[config.mk]
export PLATFORM = sky130hd
export DESIGN_NAME = cart_bus_bridge
export DESIGN_NICKNAME = d
export VERILOG_FILES = /design/src/rtl/cart_pkg.sv /design/src/rtl/cart_sync_edge.sv /design/src/rtl/cart_bus_bridge.sv
export SDC_FILE = /design/constraint.sdc
export NUM_CORES = 1
export LEC_CHECK = 0
export ABC_AREA = 0
export CAP_MARGIN = 20
export CORE_MARGIN = 2
export CORE_UTILIZATION = 54
export CTS_BUF_LIST = sky130_fd_sc_hd__clkbuf_2
export DETAILED_ROUTE_END_ITERATION = 8
export PLACE_DENSITY = 0.87
export SKIP_LAST_GASP = 1
export SYNTH_ARGS = -nofsm -noshare
export SYNTH_HDL_FRONTEND = slang
export SYNTH_SLANG_ARGS = --single-unit
[constraint.sdc]
create_clock -name clk -period 4.3 [get_ports clk]
set_input_delay 0.86 -clock clk [delete_from_list [all_inputs] [get_ports clk]]
set_output_delay 0.86 -clock clk [all_outputs]
set_load 0.1 [all_outputs]
[src/rtl/cart_pkg.sv]
// Shared definitions for the Atari 7800 cartridge-to-PSRAM bridge.
//   CART_ADDR_W     : PSRAM byte address width (22)
//   CART_BANK_W     : switchable bank number width (3)
//   CART_FIXED_BANK : bank always mapped at 0xC000-0xFFFF
//   cart_state_e    : bridge FSM states
//   cart_byte_addr  : ROM_BASE + {bank, offset}, wrapping modulo 2^22
package cart_pkg;

  localparam int CART_ADDR_W = 22;
  localparam int CART_BANK_W = 3;
  localparam logic [CART_BANK_W-1:0] CART_FIXED_BANK = 3'd7;

  typedef enum logic [2:0] {
    ST_IDLE      = 3'd0,
    ST_ISSUE     = 3'd1,
    ST_WAIT_DATA = 3'd2,
    ST_HOLD      = 3'd3,
    ST_WRITE     = 3'd4
  } cart_state_e;

  // The sum is truncated to CART_ADDR_W bits, which gives the modulo wrap.
  function automatic logic [CART_ADDR_W-1:0] cart_byte_addr(
    input logic [CART_ADDR_W-1:0] base,
    input logic [CART_BANK_W-1:0] bank,
    input logic [13:0]            offset
  );
    return base + {{(CART_ADDR_W-CART_BANK_W-14){1'b0}}, bank, offset};
  endfunction

endpackage

[src/rtl/cart_sync_edge.sv]
// Two-flop synchronizer for the raw PHI2 strobe plus edge pulses.
//   clk, reset_n : system clock, async active-low reset
//   phi2_i       : raw PHI2, asynchronous to clk
//   rise_o       : one-cycle pulse on synchronized PHI2 rising edge
//   fall_o       : one-cycle pulse on synchronized PHI2 falling edge
module cart_sync_edge (
  input  logic clk,
  input  logic reset_n,
  input  logic phi2_i,
  output logic rise_o,
  output logic fall_o
);

  logic meta_q, sync_q, prev_q;

  always_ff @(posedge clk or negedge reset_n) begin
    if (!reset_n) begin
      meta_q <= 1'b0;
      sync_q <= 1'b0;
      prev_q <= 1'b0;
    end else begin
      meta_q <= phi2_i;
      sync_q <= meta_q;
      prev_q <= sync_q;
    end
  end

  // Edges compare the synchronized value with its registered copy.
  assign rise_o = sync_q & ~prev_q;
  assign fall_o = ~sync_q & prev_q;

endmodule

[src/rtl/cart_bus_bridge.sv]
// Atari 7800 cartridge bus to PSRAM read bridge with bank switching.
// Bus reads at 0x8000-0xFFFF fetch one PSRAM word and drive the selected
// byte back while PHI2 stays high; writes at 0x8000-0xBFFF set the bank.
// Parameters: ROM_BASE (PSRAM offset of bank 0), TIMEOUT_CYCLES.
// Optional feature: define CART_WORD_CACHE_EN for a one-word read cache.
// Ports:
//   clk, reset_n                       : 108MHz clock, async active-low reset
//   bus_phi2, bus_a, bus_rw, bus_d_in  : raw cartridge bus inputs
//   bus_d_out, bus_d_oe                : data returned to the bus, drive enable
//   cmd_en, cmd_write, addr, wr_data   : PSRAM command (read only)
//   rd_data, data_valid, busy          : PSRAM response / flow control
//   fetch_err                          : sticky read-timeout flag
//   dbg_state                          : current FSM state
// Handshake: cmd_en is a single-cycle request accepted in a cycle where
// busy is low; data_valid qualifies rd_data for one cycle, no back-pressure.
module cart_bus_bridge
  import cart_pkg::*;
#(
  parameter logic [CART_ADDR_W-1:0] ROM_BASE       = 22'h000000,
  parameter int                     TIMEOUT_CYCLES = 24
) (
  input  logic                   clk,
  input  logic                   reset_n,
  input  logic                   bus_phi2,
  input  logic [15:0]            bus_a,
  input  logic                   bus_rw,
  input  logic [7:0]             bus_d_in,
  output logic [7:0]             bus_d_out,
  output logic                   bus_d_oe,
  output logic                   cmd_en,
  output logic                   cmd_write,
  output logic [CART_ADDR_W-1:0] addr,
  output logic [15:0]            wr_data,
  input  logic [15:0]            rd_data,
  input  logic                   data_valid,
  input  logic                   busy,
  output logic                   fetch_err,
  output cart_state_e            dbg_state
);

  localparam logic [15:0] TMO_LAST = 16'(TIMEOUT_CYCLES - 1);

  logic phi2_rise, phi2_fall;

  cart_sync_edge u_sync (
    .clk     (clk),
    .reset_n (reset_n),
    .phi2_i  (bus_phi2),
    .rise_o  (phi2_rise),
    .fall_o  (phi2_fall)
  );

  // Address/control/data share the PHI2 synchronizer depth so they are
  // aligned with the edge pulses.
  logic [15:0] a_m_q, a_s_q;
  logic        rw_m_q, rw_s_q;
  logic [7:0]  d_m_q, d_s_q;

  always_ff @(posedge clk or negedge reset_n) begin
    if (!reset_n) begin
      a_m_q  <= '0;
      a_s_q  <= '0;
      rw_m_q <= 1'b0;
      rw_s_q <= 1'b0;
      d_m_q  <= '0;
      d_s_q  <= '0;
    end else begin
      a_m_q  <= bus_a;
      a_s_q  <= a_m_q;
      rw_m_q <= bus_rw;
      rw_s_q <= rw_m_q;
      d_m_q  <= bus_d_in;
      d_s_q  <= d_m_q;
    end
  end

  logic unused_d_hi;
  assign unused_d_hi = ^d_s_q[7:3];

  cart_state_e            state_q, state_d;
  logic [CART_ADDR_W-1:0] addr_q, addr_d;
  logic                   lsb_q, lsb_d;
  logic [CART_BANK_W-1:0] bank_q, bank_d;
  logic [7:0]             dout_q, dout_d;
  logic                   oe_q, oe_d;
  logic                   err_q, err_d;
  logic                   abandon_q, abandon_d;
  logic [15:0]            tmo_q, tmo_d;
  logic                   cache_hit;

`ifdef CART_WORD_CACHE_EN
  logic [CART_ADDR_W-2:0] tag_q, tag_d;
  logic                   cvalid_q, cvalid_d;
  logic [15:0]            cdata_q, cdata_d;

  assign cache_hit = cvalid_q && (tag_q == addr_q[CART_ADDR_W-1:1]);
`else
  assign cache_hit = 1'b0;
`endif

  logic [CART_ADDR_W-1:0] byte_addr;
  assign byte_addr = cart_byte_addr(ROM_BASE,
                                    a_s_q[14] ? CART_FIXED_BANK : bank_q,
                                    a_s_q[13:0]);

  // A fall in ISSUE abandons before anything is outstanding, so no request.
  assign cmd_en = (state_q == ST_ISSUE) && !busy && !cache_hit && !phi2_fall;

  always_comb begin
    state_d   = state_q;
    addr_d    = addr_q;
    lsb_d     = lsb_q;
    bank_d    = bank_q;
    dout_d    = dout_q;
    oe_d      = oe_q;
    err_d     = err_q;
    abandon_d = abandon_q;
    tmo_d     = tmo_q;
`ifdef CART_WORD_CACHE_EN
    tag_d     = tag_q;
    cvalid_d  = cvalid_q;
    cdata_d   = cdata_q;
`endif
    case (state_q)
      ST_IDLE: begin
        if (phi2_rise) begin
          if (a_s_q[15] && rw_s_q) begin
            addr_d    = {byte_addr[CART_ADDR_W-1:1], 1'b0};
            lsb_d     = byte_addr[0];
            abandon_d = 1'b0;
            state_d   = ST_ISSUE;
          end else if (a_s_q[15:14] == 2'b10 && !rw_s_q) begin
            state_d = ST_WRITE;
          end
        end
      end
      ST_ISSUE: begin
        if (phi2_fall) begin
          state_d = ST_IDLE;
`ifdef CART_WORD_CACHE_EN
        end else if (cache_hit) begin
          dout_d  = lsb_q ? cdata_q[15:8] : cdata_q[7:0];
          oe_d    = 1'b1;
          state_d = ST_HOLD;
`endif
        end else if (cmd_en) begin
          tmo_d   = '0;
          state_d = ST_WAIT_DATA;
        end
      end
      ST_WAIT_DATA: begin
        abandon_d = abandon_q | phi2_fall;
        if (data_valid || tmo_q == TMO_LAST) begin
          if (data_valid) begin
            dout_d = lsb_q ? rd_data[15:8] : rd_data[7:0];
`ifdef CART_WORD_CACHE_EN
            tag_d    = addr_q[CART_ADDR_W-1:1];
            cvalid_d = 1'b1;
            cdata_d  = rd_data;
`endif
          end else begin
            dout_d = 8'hFF;
            err_d  = 1'b1;
          end
          abandon_d = 1'b0;
          if (abandon_q || phi2_fall) begin
            state_d = ST_IDLE;
          end else begin
            oe_d    = 1'b1;
            state_d = ST_HOLD;
          end
        end else begin
          tmo_d = tmo_q + 16'd1;
        end
      end
      ST_HOLD: begin
        if (phi2_fall) begin
          oe_d    = 1'b0;
          state_d = ST_IDLE;
        end
      end
      ST_WRITE: begin
        if (phi2_fall) begin
          bank_d  = d_s_q[CART_BANK_W-1:0];
          state_d = ST_IDLE;
        end
      end
      default: begin
        oe_d    = 1'b0;
        state_d = ST_IDLE;
      end
    endcase
  end

  always_ff @(posedge clk or negedge reset_n) begin
    if (!reset_n) begin
      state_q   <= ST_IDLE;
      addr_q    <= '0;
      lsb_q     <= 1'b0;
      bank_q    <= '0;
      dout_q    <= 8'hFF;
      oe_q      <= 1'b0;
      err_q     <= 1'b0;
      abandon_q <= 1'b0;
      tmo_q     <= '0;
    end else begin
      state_q   <= state_d;
      addr_q    <= addr_d;
      lsb_q     <= lsb_d;
      bank_q    <= bank_d;
      dout_q    <= dout_d;
      oe_q      <= oe_d;
      err_q     <= err_d;
      abandon_q <= abandon_d;
      tmo_q     <= tmo_d;
    end
  end

`ifdef CART_WORD_CACHE_EN
  always_ff @(posedge clk or negedge reset_n) begin
    if (!reset_n) begin
      tag_q    <= '0;
      cvalid_q <= 1'b0;
      cdata_q  <= '0;
    end else begin
      tag_q    <= tag_d;
      cvalid_q <= cvalid_d;
      cdata_q  <= cdata_d;
    end
  end
`endif

  assign bus_d_out = dout_q;
  assign bus_d_oe  = oe_q;
  assign addr      = addr_q;
  assign fetch_err = err_q;
  assign cmd_write = 1'b0;
  assign wr_data   = 16'h0000;
  assign dbg_state = state_q;

endmodule

# After elaboration in Yosys (flattened, before gate mapping)
# Index checks and enable logic that the tools add are counted.
[totals] out_inout_bits=53 reg_bits=93 in_bits=46
[classes] n_addsub=1 eq_ne=17 mux=24 reduce_logical=22 bitwise_logic=7
[ops] op="two-way mux 16 bit" n=3
[ops] op="case mux 16 bit (2 select lines)" n=1
[ops] op="two-way mux 3 bit" n=8
[ops] op="adder 16 x 1 -> 16 bit, second input constant" n=1
[ops] op="== test 16 x 5 -> 1 bit, second input constant" n=1
[ops] op="two-way mux 8 bit" n=2
[ops] op="inequality test 2 bit, second input constant" n=8
[ops] op="case mux 3 bit (4 select lines)" n=1
[ops] op="AND reduction 3 bit" n=3
[ops] op="AND reduction 4 bit" n=2
[ops] op="== test 3 x 2 -> 1 bit, second input constant" n=2
[ops] op="two-way mux 1 bit" n=6
[ops] op="inequality test 3 bit, second input constant" n=2
[ops] op="AND reduction 5 bit" n=1
[ops] op="logical AND 1 bit" n=4
[ops] op="NOT 1 bit" n=4
[ops] op="AND reduction 2 bit" n=2
[ops] op="nonzero test 2 bit" n=2
[ops] op="== test 3 x 1 -> 1 bit, second input constant" n=1
[ops] op="== test 3 bit, second input constant" n=1
[ops] op="logical NOT 1 bit" n=3
[ops] op="logical NOT 3 bit" n=1
[ops] op="case mux 1 bit (3 select lines)" n=1
[ops] op="OR reduction 3 bit" n=1
[ops] op="other kinds (8)" n=10

# Longest topological paths before layout
# Gate-level depths: netlist of the first run.
[depth] word_depth=7 mapped_depth=6 depth_no_buf=5

# Cells and area by module
# From an unflattened synthesis of the first run, not the netlist that was laid out.
[unflattened] hier_cells=286 area_unflattened_um2=3752.3
[by_module_without_submodules] module="cart_bus_bridge" area_per_inst_um2=3662.3 seq_area_each_um2=2262.2 instances=1 cells_per_inst=281
[by_module_without_submodules] module="cart_sync_edge" area_per_inst_um2=90.1 seq_area_each_um2=75.1 instances=1 cells_per_inst=5

# Worst setup path after synthesis of the first run
# No wires, ideal clock.
[synth_path] kind="reg2out" from="reg state_q[0], in the netlist dbg_state[0]" to="out cmd_en" path_slack_ns=1.276 stages_incl_launch_ff=5 t_arrival_ns=2.164 cell_sequence="dfrtp_1 buf_2 nand2b_1 or4_4 inv_2"
[synth_between] elab_chain_cells=3
[synth_rtl] element="start: declaration" line="cart_bus_bridge.sv:80" source="cart_state_e state_q, state_d;"
[synth_rtl] element="start signal: assignment" line="cart_bus_bridge.sv:207" source="state_q <= state_d;"
[synth_rtl] element="== test 3 x 1 -> 1 bit" line="cart_bus_bridge.sv:107" source="assign cmd_en = (state_q == ST_ISSUE) && !busy && !cache_hit && !phi2_fall;"
[synth_rtl] element="logical AND 1 bit (2 in series)" line="cart_bus_bridge.sv:107"
[synth_rtl] element="end: declaration" line="cart_bus_bridge.sv:30" source="output logic cmd_en,"
# Every way passes these cells.

# Final worst setup path of the first run
[layout_path] from="reg state_q[1], in the netlist dbg_state[1]" to="out dbg_state[1]"
[layout_lines] element="end: declaration" line="cart_bus_bridge.sv:38" source="output cart_state_e dbg_state"
# No word-level cell between the ends.

==> flow_metrics.tcl, run 1 <==
set metrics [dict create \
    fmax_mhz 299.0 \
    vias 2504 \
    clock_sinks 93 \
    slowest_stage "clkdlybuf4s50_1" \
    yosysMostFrequentCell "dfrtp_1" \
    finalPower_mw 3.354 \
    drtIter0Drc 255 \
    diodes 0 \
    numCtsBuffers 9 \
    grt_pass1_wl_mm 10.95 \
    cp.arrival_ns 2.48 \
    async_reset_ff_share_pct 100.0 \
    ant_nets 0 \
    power.density_nw_per_um2 728.2 \
    drc 0 \
    startpoint_type "register" \
    cp.buffers_inverters 1 \
    clk_latency_ns 0.55 \
    setup_tns_ns 0 \
    syn_area_um2 3802 \
    muxShareOfSynthArea_pct 7.470 \
    antenna_found_initial 0 \
    relSlewSlack_pct 33.77 \
    row_count 30 \
    stdcell_area_um2 4606 \
    initial_core_util_pct 55.97 \
    path_class "reg2out" \
    drt-wirelength-per-cell_um 14.27 \
    dp_hpwl_mm 4.635 \
    period_minus_slack_ns 3.344 \
    syn_inst 308 \
    critPathTopFamily "buffers and inverters" \
    yosysTopAreaCell "dfrtp_1" \
    port_buffers 70 \
    yosysSeqAreaShare_pct 61.47 \
    cts-hold-fix-buffers 0 \
    cp-end-kind "primary output" \
    root_buffer "clkbuf_2" \
    cts_tree "done" \
    crit_required_ns 3.44 \
    synth_compound_area_share_pct 8.786 \
    place.gp.congestion 0.8617 \
    synthAdderAreaFrac_pct 0.3291 \
    timing.final.crit_share_pct 77.78 \
    synth_xor_area_share_pct 0.2303 \
    core_um2 6794 \
    holdWs_ns 0.2395 \
    htreeDepth 3 \
    die_width_um 87.92 \
    grt_usage_pct 18.59 \
    synth.distinct_cells 53 \
    grt_pass1_vias 2415 \
    synth_top_area_share_pct 55.94 \
    tightest_slew_ns 0.9904 \
    wl_mm 6.850 \
    ys_ff_latch 93 \
    ctsResizeCount 0 \
    boundaryPins 99 \
    dr.pass1.iters 4 \
    clk_pin_slew_ns 0.27 \
    slew_viol_final 0 \
    synth-edff-count 0 \
    synth-main-ff-cell "dfrtp_1" \
    irDropWorstVdd_mv 0.5271 \
    grt_max_degree 94 \
    dpl-instance-area_um2 4474 \
    syn2layout_area_growth_pct 21.13 \
    fp.dieH_um 87.92 \
    post_cts_buffers 0 \
    drive_above_1_share_pct 14.84 \
    cp_max_fo 17 \
    ys_warn_count 0 \
    setup_viol 0 \
    netlist_top_cells_count "dfrtp_1 (85), buf_4 (24), nand2_1 (20)" \
    rsz0062_at_grt "false" \
    fin_nets 426 \
    synthTopCellsByArea "dfrtp_1 (56%), mux2_2 (5.6%), dfstp_2 (5.5%)" \
    leakage_nw 1.979 \
    synth_top_family_by_area "simple AND/OR/NAND/NOR gates" \
    hold_viol 0 \
    crit_chain "clkdlybuf4s50_1" \
    outcome "finished, final reports clean" \
    die_area_um2 7729 \
    critical-path-max-stage-delay_ns 1.25 \
    globalRouteOverflowTotal 0 \
    drv_cap 0 \
    vias_per_cell 5.217 \
    hold_class "in2async" \
    synth-simple-area-share_pct 14.58 \
    syn_area_per_cell_um2 12.35 \
    cts_buffer_depth 2 \
    finClkSkew_ns 0.04291 \
]
[cells by family after synthesis]
group	after synthesis
fa+ha+maj	1
simple gates	92
mux	26
compound gates	50
xor+xnor	1
other cells	1
buf+inv	44
flops	93
[where the power goes]
part	switching, mW	total (mW)	internal (mW)
Clock	0.315	0.400	0.0859
Combinational	1.29	1.72	0.428
Sequential	0.154	1.23	1.08
[registers in the layout, summed over array words and instances (netlist names)]
register       count
dbg_state          3
d_m_q              3
u_sync.meta_q      1
d_s_q              3
addr              16
rw_s_q             1
a_s_q             16
bus_d_out          8
bus_d_oe           1
bank_q             3
u_sync.prev_q      1
a_m_q             16
rw_m_q             1
abandon_q          1
fetch_err          1
u_sync.sync_q      1
tmo_q             16
lsb_q              1
[worst paths after layout]
path / startpoint / to / slack, ns / cells past startpoint
setup / recovery: dbg_state[1] / dbg_state[1] / 0.96 / 1
hold / removal: reset_n / a_m_q[1] / 0.24 / 1
setup reg to reg: dbg_state[1] / tmo_q[3] / 1.88 / 4
hold reg to reg: d_m_q[1] / d_s_q[1] / 0.35 / 0
max in group asynchronous: reset_n / rw_m_q / 3.39 / 2
min in group clk: d_m_q[1] / d_s_q[1] / 0.35 / 0
[cell usage in the layout, fill, tap and decap left out, types with 3 or more instances in the layout]
master / instances
dfrtp_1: 85
clkdlybuf4s50_1: 68
conb_1: 23
nand2_1: 20
mux2_2: 19
a21oi_1: 16
nor2_1: 13
nor2b_1: 10
inv_1: 10
a211oi_1: 9
clkbuf_2: 9
nor3_1: 8
nand3_1: 8
dfstp_2: 8
mux2i_1: 7
nand4_1: 5
o211ai_1: 5
nand2b_1: 4
o21ai_0: 4
and4_1: 3
a31oi_1: 3
[stage by stage]
step	utilization (%)	setup WS, ns	instances
after detailed placement	65.86	1.094	463
after CTS	67.38	0.9453	479
final	67.79	0.9555	480
after global placement	65.86	1.106	463
after global routing	67.79	0.8539	480
after floorplan	-	1.276	330
[per-layer routing]
layer  track usage [%]  part of all wire (%)  vias to the layer above
met5                 0                     0                        -
met2             29.89                    51                       82
met1             23.93                    42                     1223
met3             5.372                   6.0                        9
met4             7.552                   1.4                        0
li1                  -                     -                     1190
[layout make-up]
| type | count | area (um^2) |
|---|---|---|
| Multi-Input combinational cell | 193 | 1280 |
| Fill cell | 487 | 2188 |
| Inverter | 11 | 41.29 |
| Timing Repair Buffer | 71 | 723.2 |
| Clock buffer | 9 | 45.04 |
| Tap cell | 96 | 120.1 |
| Sequential cell | 93 | 2337 |
| Clock inverter | 7 | 58.81 |
Note: power is estimated with default switching activity, not from simulation.
==> run 2: changes to the inputs <==
Settings changed: CORE_UTILIZATION 54 to 45, PLACE_DENSITY 0.87 to 0.78.
Clock period 4.3 ns to 2.8 ns, I/O delays scaled along.
==> run 2 against run 1 <==
Effect of this change:
- combinational power rose by 54%
- flip-flop and latch count is the same
- critical path depth rose by 3
- first-iteration DRC count is 33% lower
- clock power is 87% higher
- power rose by 57%
- global-route usage shrank 2.6 points
- final cell count is 3.8% higher
- count of clock-buffer cells in the layout unchanged
- non-clock buffer count increased by 9
- critical path type unchanged
==> flow_metrics.tcl, run 2 (synthesis results as in run 1) <==
set metrics [dict create \
    outcome "finished, final reports clean" \
    irDropWorstVdd_mv 0.7862 \
    rsz0062_at_grt "false" \
    rrSetupSlack_ns 0.64 \
    min_from "u_sync.meta_q" \
    initial_core_util_pct 46.28 \
    grt_pass1_vias 2430 \
    internal_power_mw 2.591 \
    multiInputGateArea_um2 1280 \
    hold_end "u_sync.sync_q" \
    finClkSkew_ns 0.02393 \
    leakage_nw 2.061 \
    seqPwrFrac_pct 35.5 \
    crit_chain "nor2b_1, or4_4, inv_2, buf_12" \
    slowest_stage "or4_4" \
    crit_required_ns 2.24 \
    hold_class "reg2reg" \
    p_comb_share_pct 50.3 \
    path_class "reg2out" \
    hold_depth 0 \
    die_area_um2 9201 \
    clock_sinks 93 \
    clk_latency_ns 0.52 \
    final_common_cell "dfrtp_1" \
    regArea_um2 2340 \
    cp-end-kind "primary output" \
    grt_pass1_wl_mm 11.34 \
    diodes 0 \
    holdWs_ns 0.3530 \
    fin_nets 435 \
    fp.dieH_um 95.92 \
    vias_per_cell 5.100 \
    antenna_found_initial 0 \
    setup_viol 0 \
    relSlewSlack_pct 60.50 \
    place.gp.congestion 0.8961 \
    row_count 33 \
    setup_tns_ns 0 \
    power.density_nw_per_um2 1134 \
    switching_power_mw 2.681 \
    switching_share_pct 50.85 \
    numCtsBuffers 9 \
    fmax_mhz 375.6 \
    drive_above_1_share_pct 24.43 \
    grt_usage_pct 15.96 \
    critical-path-max-stage-delay_ns 0.58 \
    syn2layout_area_growth_pct 22.24 \
    grt_max_degree 47 \
    clk_pin_slew_ns 0.25 \
    root_buffer "clkbuf_2" \
    dp_hpwl_mm 4.794 \
    port_buffers 70 \
    tightest_slew_ns 0.5924 \
    htreeDepth 3 \
    period_minus_slack_ns 2.663 \
    cp.buffers_inverters 2 \
    fillers 708 \
    cp_num_cells 4 \
    cts_buffer_depth 2 \
    die_width_um 95.92 \
    globalRouteOverflowTotal 0 \
    final_cell_mix "dfrtp_1 (83), clkdlybuf4s50_1 (39), buf_4 (39)" \
    ant_nets 0 \
    cp_max_fo 7 \
    timing.final.crit_share_pct 95.10 \
    dr.pass1.iters 4 \
    cp.arrival_ns 2.10 \
    slew_viol_final 0 \
    drv_cap 0 \
    p_clk_share_pct 14.2 \
    r2r-start "tmo_q[0]" \
    reg2reg_to "bus_d_out[6]" \
    boundaryPins 99 \
    core_um2 8217 \
    drc 0 \
    drt-wirelength-per-cell_um 13.82 \
    r2r_cells 5 \
    hold_viol 0 \
    vias 2540 \
    critPathTopFamily "simple AND/OR/NAND/NOR gates" \
    startpoint_type "register" \
    drtIter0Drc 172 \
    cts_tree "done" \
    wl_mm 6.883 \
]
## run 2: cell types whose count changed in the layout (fill, tap and decap cells not counted), sizes merged
cell           previous run  this run
buf                       3        40
clkdlybuf4s50            68        39
clkinv                    2         3
clkinvlp                  2         1
inv                      14        12
dlygate4sd3               0         1
bufinv                    0         2
## run 2: area by class of cell
type                       instances  area share, %
timing repair buffer              80          15.34
clock buffer                       9         0.9690
multi-input combinational        193          27.54
clock inverter                     7          2.100
tap                              105          2.826
inverter                          11         0.8883
sequential                        93          50.34
## run 2: stage by stage
step / util, % / total power [mW] / setup slack, ns / std cells / area, um^2
floorplan: - / 3.987 / 0.07591 / 330 / 3885
global placement: 54.32 / 4.492 / 0.2959 / 477 / 4463
detailed placement: 54.32 / 4.536 / 0.2789 / 477 / 4463
CTS: 56.30 / 5.301 / 0.03280 / 495 / 4626
global route: 56.57 / 5.537 / 0.02226 / 498 / 4648
finish: 56.57 / 5.272 / 0.1373 / 498 / 4648
## run 2: repair_timing
action | 4_1_cts | 5_1_grt
pin swaps | 0 | 1
resized for setup | 2 | 0
endpoints found under the setup margin | 1 | 1
setup buffers | 1 | 3
endpoints found under the hold margin | 38 | 0
hold buffers | 1 | 0
## run 2: how the worst max path moves through the flow
stage / slack [ns] / start / to
3_5_place_dp: 0.28 / busy / cmd_en
6_report: 0.14 / u_sync.prev_q / cmd_en
5_1_grt: 0.02 / u_sync.prev_q / cmd_en
3_3_place_gp: 0.30 / busy / cmd_en
4_1_cts: 0.03 / dbg_state[2] / cmd_en
2_1_floorplan: 0.08 / dbg_state[0] / cmd_en
## run 2: per-layer routing
layer | part of all wire (%) | track usage, %
met1 | 45 | 21.37
met2 | 47 | 24.94
met3 | 6.9 | 4.307
met4 | 1.6 | 6.190
met5 | 0 | 0
## run 2: worst register-to-register path: cells and delay by family, from the launching register on
family	cells	cell delay, ns
AND/OR/NAND/NOR	2	0.91
AO/OA/AOI/OAI	2	0.46
flip-flops	1	0.45
adder cells (fa/ha/maj)	1	0.30
## run 2: power by group through the flow
stage,logic (mW),clock network [mW],registers (mW)
2_1_floorplan,0.730,0,3.26
3_3_place_gp,2.60,0,1.89
3_5_place_dp,2.63,0,1.90
4_1_cts,2.65,0.775,1.87
5_1_grt,2.79,0.830,1.92
6_report,2.65,0.747,1.87
==> run 3: changes to the inputs <==
Settings changed: PLACE_DENSITY 0.78 to not set, PLACE_DENSITY_LB_ADDON set to 0.3.
==> run 3 against run 2 <==
Effect of this change:
- worst hold slack lost 0.34 ns
- wire length shrank 4.4%
- clock skew shrank 0.0044 ns
- critical path type unchanged
- final cell count shrank 0.80%
- combinational power is essentially flat
==> flow_metrics.tcl, run 3 (synthesis results as in run 1) <==
set metrics [dict create \
    die_area_um2 9201 \
    drtIter0Drc 122 \
    irDropWorstVdd_mv 0.6030 \
    cts_buffer_depth 2 \
    clock_sinks 93 \
    drt-wirelength-per-cell_um 13.32 \
    dp_hpwl_mm 4.638 \
    r2r-start "tmo_q[1]" \
    cp_max_fo 11 \
    row_count 33 \
    fp.dieH_um 95.92 \
    crit_required_ns 2.24 \
    ant_nets 0 \
    p_clk_share_pct 13.6 \
    fillers 675 \
    ctsResizeCount 0 \
    leakage_nw 2.051 \
    fmax_mhz 381.0 \
    port_buffers 70 \
    startpoint_type "register" \
    fin_nets 432 \
    finalNonFillerCells 494 \
    drive_above_1_share_pct 23.39 \
    globalRouteOverflowTotal 0 \
    vias_per_cell 5.091 \
    finClkSkew_ns 0.01958 \
    grt_pass1_wl_mm 10.61 \
    root_buffer "clkbuf_2" \
    final_cell_mix "dfrtp_1 (84), clkdlybuf4s50_1 (39), buf_4 (36)" \
    place.gp.congestion 0.8380 \
    hold_class "in2async" \
    htreeDepth 3 \
    clk_pin_slew_ns 0.22 \
    internal_power_mw 2.570 \
    setup_tns_ns 0 \
    grt_usage_pct 15.26 \
    wl_mm 6.579 \
    period_minus_slack_ns 2.624 \
    switching_power_mw 2.640 \
    vias 2515 \
    rrSetupSlack_ns 0.67 \
    grt_max_degree 53 \
    drc 0 \
    r2r_cells 5 \
    cp.arrival_ns 2.06 \
    switching_share_pct 50.67 \
    cts-hold-fix-buffers 0 \
    numCtsBuffers 9 \
    timing.final.crit_share_pct 93.73 \
    p_comb_share_pct 50.6 \
    setup_viol 0 \
    seqPwrFrac_pct 35.8 \
    syn2layout_area_growth_pct 21.45 \
    dp.cells 479 \
    holdWs_ns 0.01434 \
    post_cts_buffers 0 \
    boundaryPins 99 \
    cp-end-kind "primary output" \
    die_width_um 95.92 \
    power.density_nw_per_um2 1128 \
    clk_latency_ns 0.52 \
    cts_tree "done" \
    grt_pass1_vias 2273 \
    path_class "reg2out" \
    drv_cap 0 \
    outcome "finished, final reports clean" \
    antenna_found_initial 0 \
    slew_viol_final 0 \
    relSlewSlack_pct 56.91 \
    diodes 0 \
    hold_viol 0 \
    rsz0062_at_grt "false" \
    core_um2 8217 \
    initial_core_util_pct 46.28 \
    final_common_cell "dfrtp_1" \
    reg2reg_to "bus_d_out[7]" \
    tightest_slew_ns 0.6463 \
    dr.pass1.iters 4 \
]
-- run 3: changes by cell type in the layout (fill, tap and decap cells not counted), sizes merged --
cell / delta
dlygate4sd3: -1
clkinvlp: -1
inv: -1
clkbuf: +1
buf: -2
-- run 3: area by class of cell --
| cell class | instances | area (um^2) | area share (%) |
|---|---|---|---|
| clock buffers | 10 | 50.05 | 1.084 |
| clock inverters | 5 | 76.32 | 1.653 |
| inverters | 11 | 41.29 | 0.8941 |
| multi-input cells | 193 | 1280 | 27.72 |
| flip-flops and latches | 93 | 2338 | 50.64 |
| well taps | 105 | 131.4 | 2.845 |
| repair buffers | 77 | 700.7 | 15.17 |
-- run 3: worst max-delay path by stage --
| stage | startpoint | end | slack [ns] | cells after the start |
|---|---|---|---|---|
| 6_report | dbg_state[0] | cmd_en | 0.18 | 4 |
| 3_5_place_dp | busy | cmd_en | 0.38 | 4 |
| 2_1_floorplan | dbg_state[0] | cmd_en | 0.08 | 4 |
| 4_1_cts | dbg_state[2] | cmd_en | 0.09 | 4 |
| 5_1_grt | dbg_state[0] | cmd_en | 0.01 | 4 |
| 3_3_place_gp | busy | cmd_en | 0.38 | 4 |
-- run 3: critical path, stage by stage, from the launching register on --
cell and delay [ns]:
dfrtp_1 0.64, nand2b_1 0.16, or4_4 0.44, inv_2 0.13, buf_12 0.18
-- run 3: metrics by stage --
step / util, % / worst slack, ns / power, mW / area (um^2)
detailed placement: 54.65 / 0.3829 / 4.549 / 4491
finish: 56.21 / 0.1757 / 5.210 / 4618
CTS: 56.19 / 0.09000 / 5.255 / 4617
floorplan: - / 0.07591 / 3.987 / 3885
global route: 56.21 / 0.01211 / 5.455 / 4618
global placement: 54.65 / 0.3821 / 4.508 / 4491
-- run 3: layer usage --
metal	up-vias	routed length, um	global-route usage [%]
li1	1202	-	-
met4	0	78	6.071
met2	73	3080	24.07
met1	1232	3030	19.93
met3	8	390	4.464
met5	-	0	0
-- run 3: power by group through the flow --
stage,registers (mW),logic [mW],clock network [mW]
floorplan,3.26,0.730,0
finish,1.87,2.64,0.707
global placement,1.88,2.62,0
detailed placement,1.90,2.65,0
global route,1.91,2.76,0.790
CTS,1.87,2.65,0.733
